<file path="src/rtl/pio_sm_sequencer.sv">
// Host-side command sequencer for the state machines of one PIO block: run enables,
// restart / divider-restart pulses and forced-instruction injection via valid/ready.
module pio_sm_sequencer #(
  parameter int NSM     = 4,
  parameter int TIMEOUT = 1023
) (
  input  logic           clk,
  input  logic           reset,
  input  logic           cmd_valid,
  output logic           cmd_ready,
  input  logic [2:0]     cmd_op,
  input  logic [NSM-1:0] cmd_mask,
  input  logic [15:0]    cmd_data,
  input  logic [NSM-1:0] sm_penable,
  output logic [NSM-1:0] sm_en,
  output logic [NSM-1:0] sm_restart,
  output logic [NSM-1:0] div_restart,
  output logic [NSM-1:0] sm_imm,
  output logic [15:0]    imm_instr,
  output logic           busy,
  output logic           exec_done,
  output logic           cmd_err
);

  typedef enum logic [1:0] {S_IDLE, S_PULSE, S_EXEC} state_e;
  typedef enum logic [2:0] {
    OP_ENABLE  = 3'd0,
    OP_DISABLE = 3'd1,
    OP_RESTART = 3'd2,
    OP_DIVSYNC = 3'd3,
    OP_EXEC    = 3'd4
  } op_e;

  localparam logic [15:0] TIMEOUT_CNT = 16'(TIMEOUT);

  state_e         state_q;
  logic [NSM-1:0] sm_en_q;
  logic [NSM-1:0] sm_restart_q;
  logic [NSM-1:0] div_restart_q;
  logic [NSM-1:0] pending_q;
  logic [15:0]    imm_instr_q;
  logic [15:0]    cnt_q;
  logic           busy_q;
  logic           exec_done_q;
  logic           cmd_err_q;

  logic [NSM-1:0] pend_rem_d;
  logic [NSM-1:0] emask_d;
  logic [15:0]    cnt_d;

  always_comb begin
    pend_rem_d = pending_q & ~sm_penable;
    emask_d    = cmd_mask & sm_en_q;
    cnt_d      = cnt_q + 16'd1;
  end

  always_ff @(posedge clk) begin
    if (reset) begin
      state_q       <= S_IDLE;
      sm_en_q       <= '0;
      sm_restart_q  <= '0;
      div_restart_q <= '0;
      pending_q     <= '0;
      imm_instr_q   <= '0;
      cnt_q         <= '0;
      busy_q        <= 1'b0;
      exec_done_q   <= 1'b0;
      cmd_err_q     <= 1'b0;
    end else begin
      sm_restart_q  <= '0;
      div_restart_q <= '0;
      exec_done_q   <= 1'b0;
      cmd_err_q     <= 1'b0;
      unique case (state_q)
        S_IDLE: begin
          if (cmd_valid) begin
            case (cmd_op)
              OP_ENABLE:  sm_en_q <= sm_en_q | cmd_mask;
              OP_DISABLE: sm_en_q <= sm_en_q & ~cmd_mask;
              OP_RESTART: begin
                sm_restart_q <= cmd_mask;
                state_q      <= S_PULSE;
                busy_q       <= 1'b1;
              end
              OP_DIVSYNC: begin
                div_restart_q <= cmd_mask;
                state_q       <= S_PULSE;
                busy_q        <= 1'b1;
              end
              OP_EXEC: begin
                if (emask_d == '0) begin
                  cmd_err_q <= 1'b1;
                end else begin
                  pending_q   <= emask_d;
                  imm_instr_q <= cmd_data;
                  cnt_q       <= '0;
                  state_q     <= S_EXEC;
                  busy_q      <= 1'b1;
                end
              end
              default: cmd_err_q <= 1'b1;
            endcase
          end
        end
        S_PULSE: begin
          state_q <= S_IDLE;
          busy_q  <= 1'b0;
        end
        S_EXEC: begin
          // Completion takes priority over a timeout landing on the same cycle.
          if (pend_rem_d == '0) begin
            pending_q   <= '0;
            exec_done_q <= 1'b1;
            state_q     <= S_IDLE;
            busy_q      <= 1'b0;
          end else if (cnt_d == TIMEOUT_CNT) begin
            pending_q <= '0;
            cmd_err_q <= 1'b1;
            state_q   <= S_IDLE;
            busy_q    <= 1'b0;
          end else begin
            pending_q <= pend_rem_d;
            cnt_q     <= cnt_d;
          end
        end
        default: begin
          state_q <= S_IDLE;
          busy_q  <= 1'b0;
        end
      endcase
    end
  end

  // pending is only nonzero in EXEC, so it doubles as the registered imm request.
  assign sm_imm      = pending_q;
  assign cmd_ready   = (state_q == S_IDLE);
  assign sm_en       = sm_en_q;
  assign sm_restart  = sm_restart_q;
  assign div_restart = div_restart_q;
  assign imm_instr   = imm_instr_q;
  assign busy        = busy_q;
  assign exec_done   = exec_done_q;
  assign cmd_err     = cmd_err_q;

endmodule

</file>
<file path="config.mk">
export PLATFORM = sky130hd
export DESIGN_NAME = pio_sm_sequencer
export DESIGN_NICKNAME = d
export VERILOG_FILES = /design/src/rtl/pio_sm_sequencer.sv
export SDC_FILE = /design/constraint.sdc
export NUM_CORES = 1
export LEC_CHECK = 0
export CORE_MARGIN = 2
export CORE_UTILIZATION = 51
export CTS_CLUSTER_SIZE = 16
export DETAILED_ROUTE_END_ITERATION = 7
export PLACE_DENSITY = 0.8
export SYNTH_ARGS = -nofsm -noshare
export SYNTH_HDL_FRONTEND = slang
export SYNTH_SLANG_ARGS = --single-unit
</file>
<file path="constraint.sdc">
create_clock -name clk -period 4.4 [get_ports clk]
set_clock_uncertainty 0.15 [all_clocks]
set_input_delay 0.88 -clock clk [delete_from_list [all_inputs] [get_ports clk]]
set_output_delay 0.88 -clock clk [all_outputs]
set_load 0.02 [all_outputs]
</file>
---- Yosys cells after proc, flatten, opt, wreduce, memory -nomap -nowiden ----
Cells that the tools add are included.
cells by class
  order comparisons ....................... 0
  bitwise gates (word level) .............. 12
  multiply operators ...................... 0
  reduce and logical (&&, ||, !) cells .... 16
  shift-type cells ........................ 0
  equal/unequal tests ..................... 14
  add/subtract/negate cells ............... 1
  div/mod/pow operators ................... 0
  muxes and demuxes ....................... 32
operators with widths
  kind                   count
  $mux 16                5
  $pmux 16 s2            1
  $mux 4                 5
  $add 16x1->16 const B  1
  $eq 16x10->1 const B   1
  $pmux 4 s2             2
  $and 4x4->4            3
  $reduce_and 4->1       3
  $reduce_or 4->1        3
  $mux 1                 9
  $logic_not 4->1        2
  $mux 2                 4
  $ne 2x2->1 const B     4
  $not 4->4              2
  $pmux 1 s2             4
  $pmux 2 s2             2
  $eq 3x2->1 const B     2
  $ne 3x3->1 const B     2
  $not 1->1              6
  $reduce_and 6->1       1
  $or 4x4->4             1
  $reduce_bool 2->1      2
  $reduce_or 2->1        2
  $eq 3x1->1 const B     1
  other kinds (7)        7
storage, ports and cells
  RAM bits ................................ 0
  input bits .............................. 30
  memories ................................ 0
  output and inout port bits .............. 36
  ROM bits ................................ 0
  logic and storage cells ................. 85
  bits in latches ......................... 0
  flip-flop bits (word level) ............. 53

---- Depth between registers and ports, before layout ----
  depth after elaboration ................. 6
  depth in mapped cells ................... 9

---- Worst setup path before layout ----
No wires, ideal clock.
  path kind ............................... input -> register
  start point ............................. in cmd_mask[1]
  end point ............................... reg imm_instr_q[0], in the netlist imm_instr[0]
  data arrival time ....................... 2.187 ns
  data required time ...................... 4.180 ns
  slack ................................... 1.993 ns
  path buffers ............................ 1
  setup time .............................. 0.070 ns
  cell stages on the path ................. 7
  cell sequence ........................... a22o_1 o21a_1 a31o_2 nand2_1 clkbuf_1 nand2_1 a21oi_1
between the ends
  word-level cells in the longest chain between the ends .. 4
ends and longest elaborated chain
  what                        RTL line  text
  start, declared             12        input logic [NSM-1:0] cmd_mask,
  $and 4x4->4                 53        emask_d = cmd_mask & sm_en_q;
  $logic_not 4->1             91        if (emask_d == '0) begin
  $not 1->1 (no line)         --
  $reduce_and 4->1 (no line)  --
  end signal, assigned        95        imm_instr_q <= cmd_data;
  end, declared               41        logic [15:0] imm_instr_q;
No other way between the ends.
A chain may end at the register's enable or synchronous reset.

---- Worst setup path in the final report ----
  start point ............................. reg cnt_q[0]
  end point ............................... reg cnt_q[0]
between the ends
  word-level cells in the longest chain between the ends .. 4
  elaborated cells between the ends (all ways) .. 7
  those cells by class .................... add/sub: 1; eq/ne: 2; mux: 3; reduce/logical: 1
ends and longest elaborated chain
  what                                                       RTL line  text
  start, declared                                            42        logic [15:0] cnt_q;
  start signal, assigned                                     123       cnt_q <= cnt_d;
  $add 16x1->16 (*)                                          54        cnt_d = cnt_q + 16'd1;
  $eq 16x10->1 or $mux 16 (tied branches)                    116       end else if (cnt_d == TIMEOUT_CNT) begin
  $ne 2x2->1 (no line) or $mux 16 (tied branches)            --
  $reduce_and 6->1 (no line) or $pmux 16 s2 (tied branches)  --
Every way passes the cells marked *; elsewhere a longest branch is shown, timed or not. The select of a mux whose other input is x is not followed.

==> run_results.csv <==
group,metric,value,unit
run_status,status,"complete, no violations",
place,dp_hpwl,4654,um
power,p_leak,0.001058,uW
worst_setup_path,cp.arrival,3.33,ns
final_layout,seq_area,1061,sq um
power,power_density,257.0,nW/um^2
grt,grt_pass1_vias,2278,
worst_setup_path,cp-end-kind,"flop",
grt,grt_remaining_overflow,0,
worst_setup_path,startpoint_type,"flop",
final_layout,syn_to_final_growth,30.36,%
sta,tns,0,ns
floorplanning,io_pins,66,
clock_tree,numClockSinks,53,
routing,via_count,2423,
sta,max_freq,300.3,MHz
sta,finalMaxSlewViolations,0,
yosys,synthFlopType,"dfxtp_1",
power,vdd_ir_drop_max,196.1,uV
hold_path,min_path_cells,2,
sta,hold_viol_final,0,
worst_setup_path,r2r_cells,7,
yosys,ys_warn_count,0,
grt,antenna_found_initial,0,
yosys,synth-seq-cells,53,
yosys,synth_most_common_cell,"dfxtp_1",
clock_tree,ctsResizeCount,0,
clock_tree,hold_buffers,0,
floorplanning,rows,25,
place,gp_congestion,0.9208,
routing,wirelength,6347,um
worst_setup_path,worstPathMaxFanout,13,
sta,max_slew_margin,47.94,%
yosys,syn_avg_cell_area,8.491,sq um
final_layout,fin_util,69.61,%
clock_tree,clk_latency,0.31,ns
grt,grt_max_degree,23,
worst_setup_path,cp_cell_sequence,"ha_1, xor2_1, nand4b_1, a2111oi_0, nand4_1, nand2_2, mux2i_1",
power,power,850.4,uW
place,place_inst,417,
routing,first_pass_iters,4,
routing,wl_per_cell,14.93,um
routing,initialDrtViolationCount,250,
yosys,synth_top_cells_by_count,"53 x dfxtp_1, 41 x nand2_1, 32 x a21oi_1",
sta,worstMarginPinSlew,0.7809,ns
grt,grt_pass1_wl,10510,um
hold_path,hold_end,"imm_instr[0]",
sta,setup_violations,0,
yosys,synth_sequential_area_ratio,41.79,%
hold_path,holdCritPathClass,"reg -> reg",
clock_tree,clk_pin_slew,0.11,ns
final_layout,nets,389,
floorplanning,die_h,74.56,um
sta,fin_crit,3.330,ns
clock_tree,clockBufferDepth,2,
yosys,synth_edf_count,0,
yosys,synth.area.top_cells,"dfxtp_1 42%, a21oi_1 6.3%, nand2_1 6.1%",
yosys,ys_async_sr_fraction,0,%
final_layout,fillers,404,
floorplanning,chipWidth,74.56,um
yosys,ys_types,58,
worst_setup_path,rrSetupSlack,1.07,ns
clock_tree,cts-root-buf,"clkbuf_8",
sta,grt_setup_unrepaired,"false",
worst_setup_path,rr_startpoint,"cnt_q[0]",
floorplanning,initial_core_util,53.39,%
worst_setup_path,cp.required,4.40,ns
yosys,synthesis.area,2539,sq um
final_layout,multi_input_area,1345,sq um
hold_path,worstHoldStart,"imm_instr[0]",
clock_tree,cts_buffers,5,
yosys,yosys.area.top_type_share,41.79,%
grt,grt_usage,24.40,%
yosys,synthCells,299,
final_layout,instances_no_fill,425,
place,postPlaceCellArea,3212,sq um
clock_tree,h-tree-depth,2,
clock_tree,post_cts_buffers,0,
place,portBuffers,65,
routing,ant_nets,0,
yosys,synth_top_area_cell,"dfxtp_1",
routing,vias_per_cell,5.701,
clock_tree,cts_tree,"yes",
worst_setup_path,critPathMaxStageDelay,0.65,ns
final_layout,diodes,0,
worst_setup_path,crit_type,"reg -> reg",
run,cap_violations,0,
sta,min_period_over_period,75.69,%
worst_setup_path,crit_slowest_cell,"nand4_1",
final_layout,fin_area,3309,sq um
floorplanning,coreArea,4755,sq um
worst_setup_path,timing.rr.end,"cnt_q[0]",
floorplanning,dieArea,5558,sq um
routing,drc_errors,0,
yosys,syn_nets,331,
final_layout,drive_gt1_share,7.542,%
==> placed cells by master (no fill, tap or decap), drive strengths merged, types with 3 or more instances in the layout <==
cell | synthesis | routed
and3 | 7 | 7
a21oi | 33 | 33
a311oi | 5 | 5
and2 | 5 | 5
xnor2 | 3 | 3
nand2 | 42 | 42
a22o | 3 | 3
or4 | 6 | 6
nand2b | 3 | 3
nor2b | 6 | 6
nand3 | 18 | 18
nor2 | 10 | 10
nand4 | 12 | 12
a32oi | 4 | 4
clkdlybuf4s50 | 0 | 65
nor3 | 7 | 7
o21ai | 6 | 6
inv | 15 | 17
dfxtp | 53 | 53
o221ai | 5 | 5
or3 | 3 | 3
o211ai | 6 | 6
clkbuf | 11 | 5
nor4 | 4 | 4
==> through the flow <==
| step | setup slack, ns | hold slack [ns] |
|---|---|---|
| finish | 1.070 | 0.3109 |
| global route | 0.7522 | 0.3322 |
| CTS | 1.097 | 0.3123 |
| detailed placement | 0.8170 | 0.2962 |
| global placement | 0.9381 | 0.2910 |
| floorplan | 1.993 | 0.2913 |
==> state kept, by name, indices dropped and copies added, names as in the netlist, named ones only <==
signal       count
sm_restart       4
state_q          2
imm_instr       16
exec_done        1
div_restart      4
sm_imm           4
busy             1
cmd_err          1
cnt_q           16
==> critical path: cells and delay by family, from the launching register on <==
family          cells  cell delay [ns]
simple gates        3             1.29
compound gates      1             0.53
flops               1             0.48
fa+ha+maj           1             0.39
xor+xnor            1             0.18
mux                 1             0.15
==> where the power goes <==
part / internal (uW) / switching (uW)
Clock: 119 / 177
Combinational: 35.9 / 31.7
Sequential: 483 / 2.70
Total: 639 / 212
==> layout make-up <==
type	count	area share, %
Clock inverter	3	0.8696
Multi-Input combinational cell	215	40.64
Clock buffer	5	2.079
Timing Repair Buffer	67	20.11
Tap cell	67	2.533
Inverter	15	1.701
Sequential cell	53	32.06
==> cells by family (layout without fill, tap and decap cells) <==
group | after synthesis | in the layout | synth area share (%)
muxes | 2 | 2 | 0.7886
and+or+nand+nor | 128 | 128 | 26.61
xor gates and xnor gates | 4 | 4 | 1.676
buffers and inverters | 31 | 90 | 5.224
AOI/OAI and AO/OA | 79 | 79 | 22.92
adders and majority gates | 2 | 2 | 0.9855
DFF | 53 | 53 | 41.79
==> how the worst max path moves through the flow <==
stage,slack (ns),end,startpoint
2_1_floorplan,1.99,imm_instr[0],cmd_mask[1]
3_3_place_gp,0.94,cnt_q[2],cmd_op[0]
3_5_place_dp,0.82,cnt_q[0],cmd_op[0]
4_1_cts,1.10,cnt_q[0],cnt_q[0]
5_1_grt,0.75,cnt_q[0],cnt_q[0]
6_report,1.07,cnt_q[0],cnt_q[0]
==> metal layers <==
metal	vias up	share of wire (%)	track usage (%)	routed length [um]
li1	1221	-	-	-
met1	1109	45	32.86	2844
met4	0	1.0	5.952	66
met5	-	0	0	0
met3	9	6.3	5.285	400
met2	84	48	40.12	3036
Note: power is estimated with default switching activity, not from simulation.
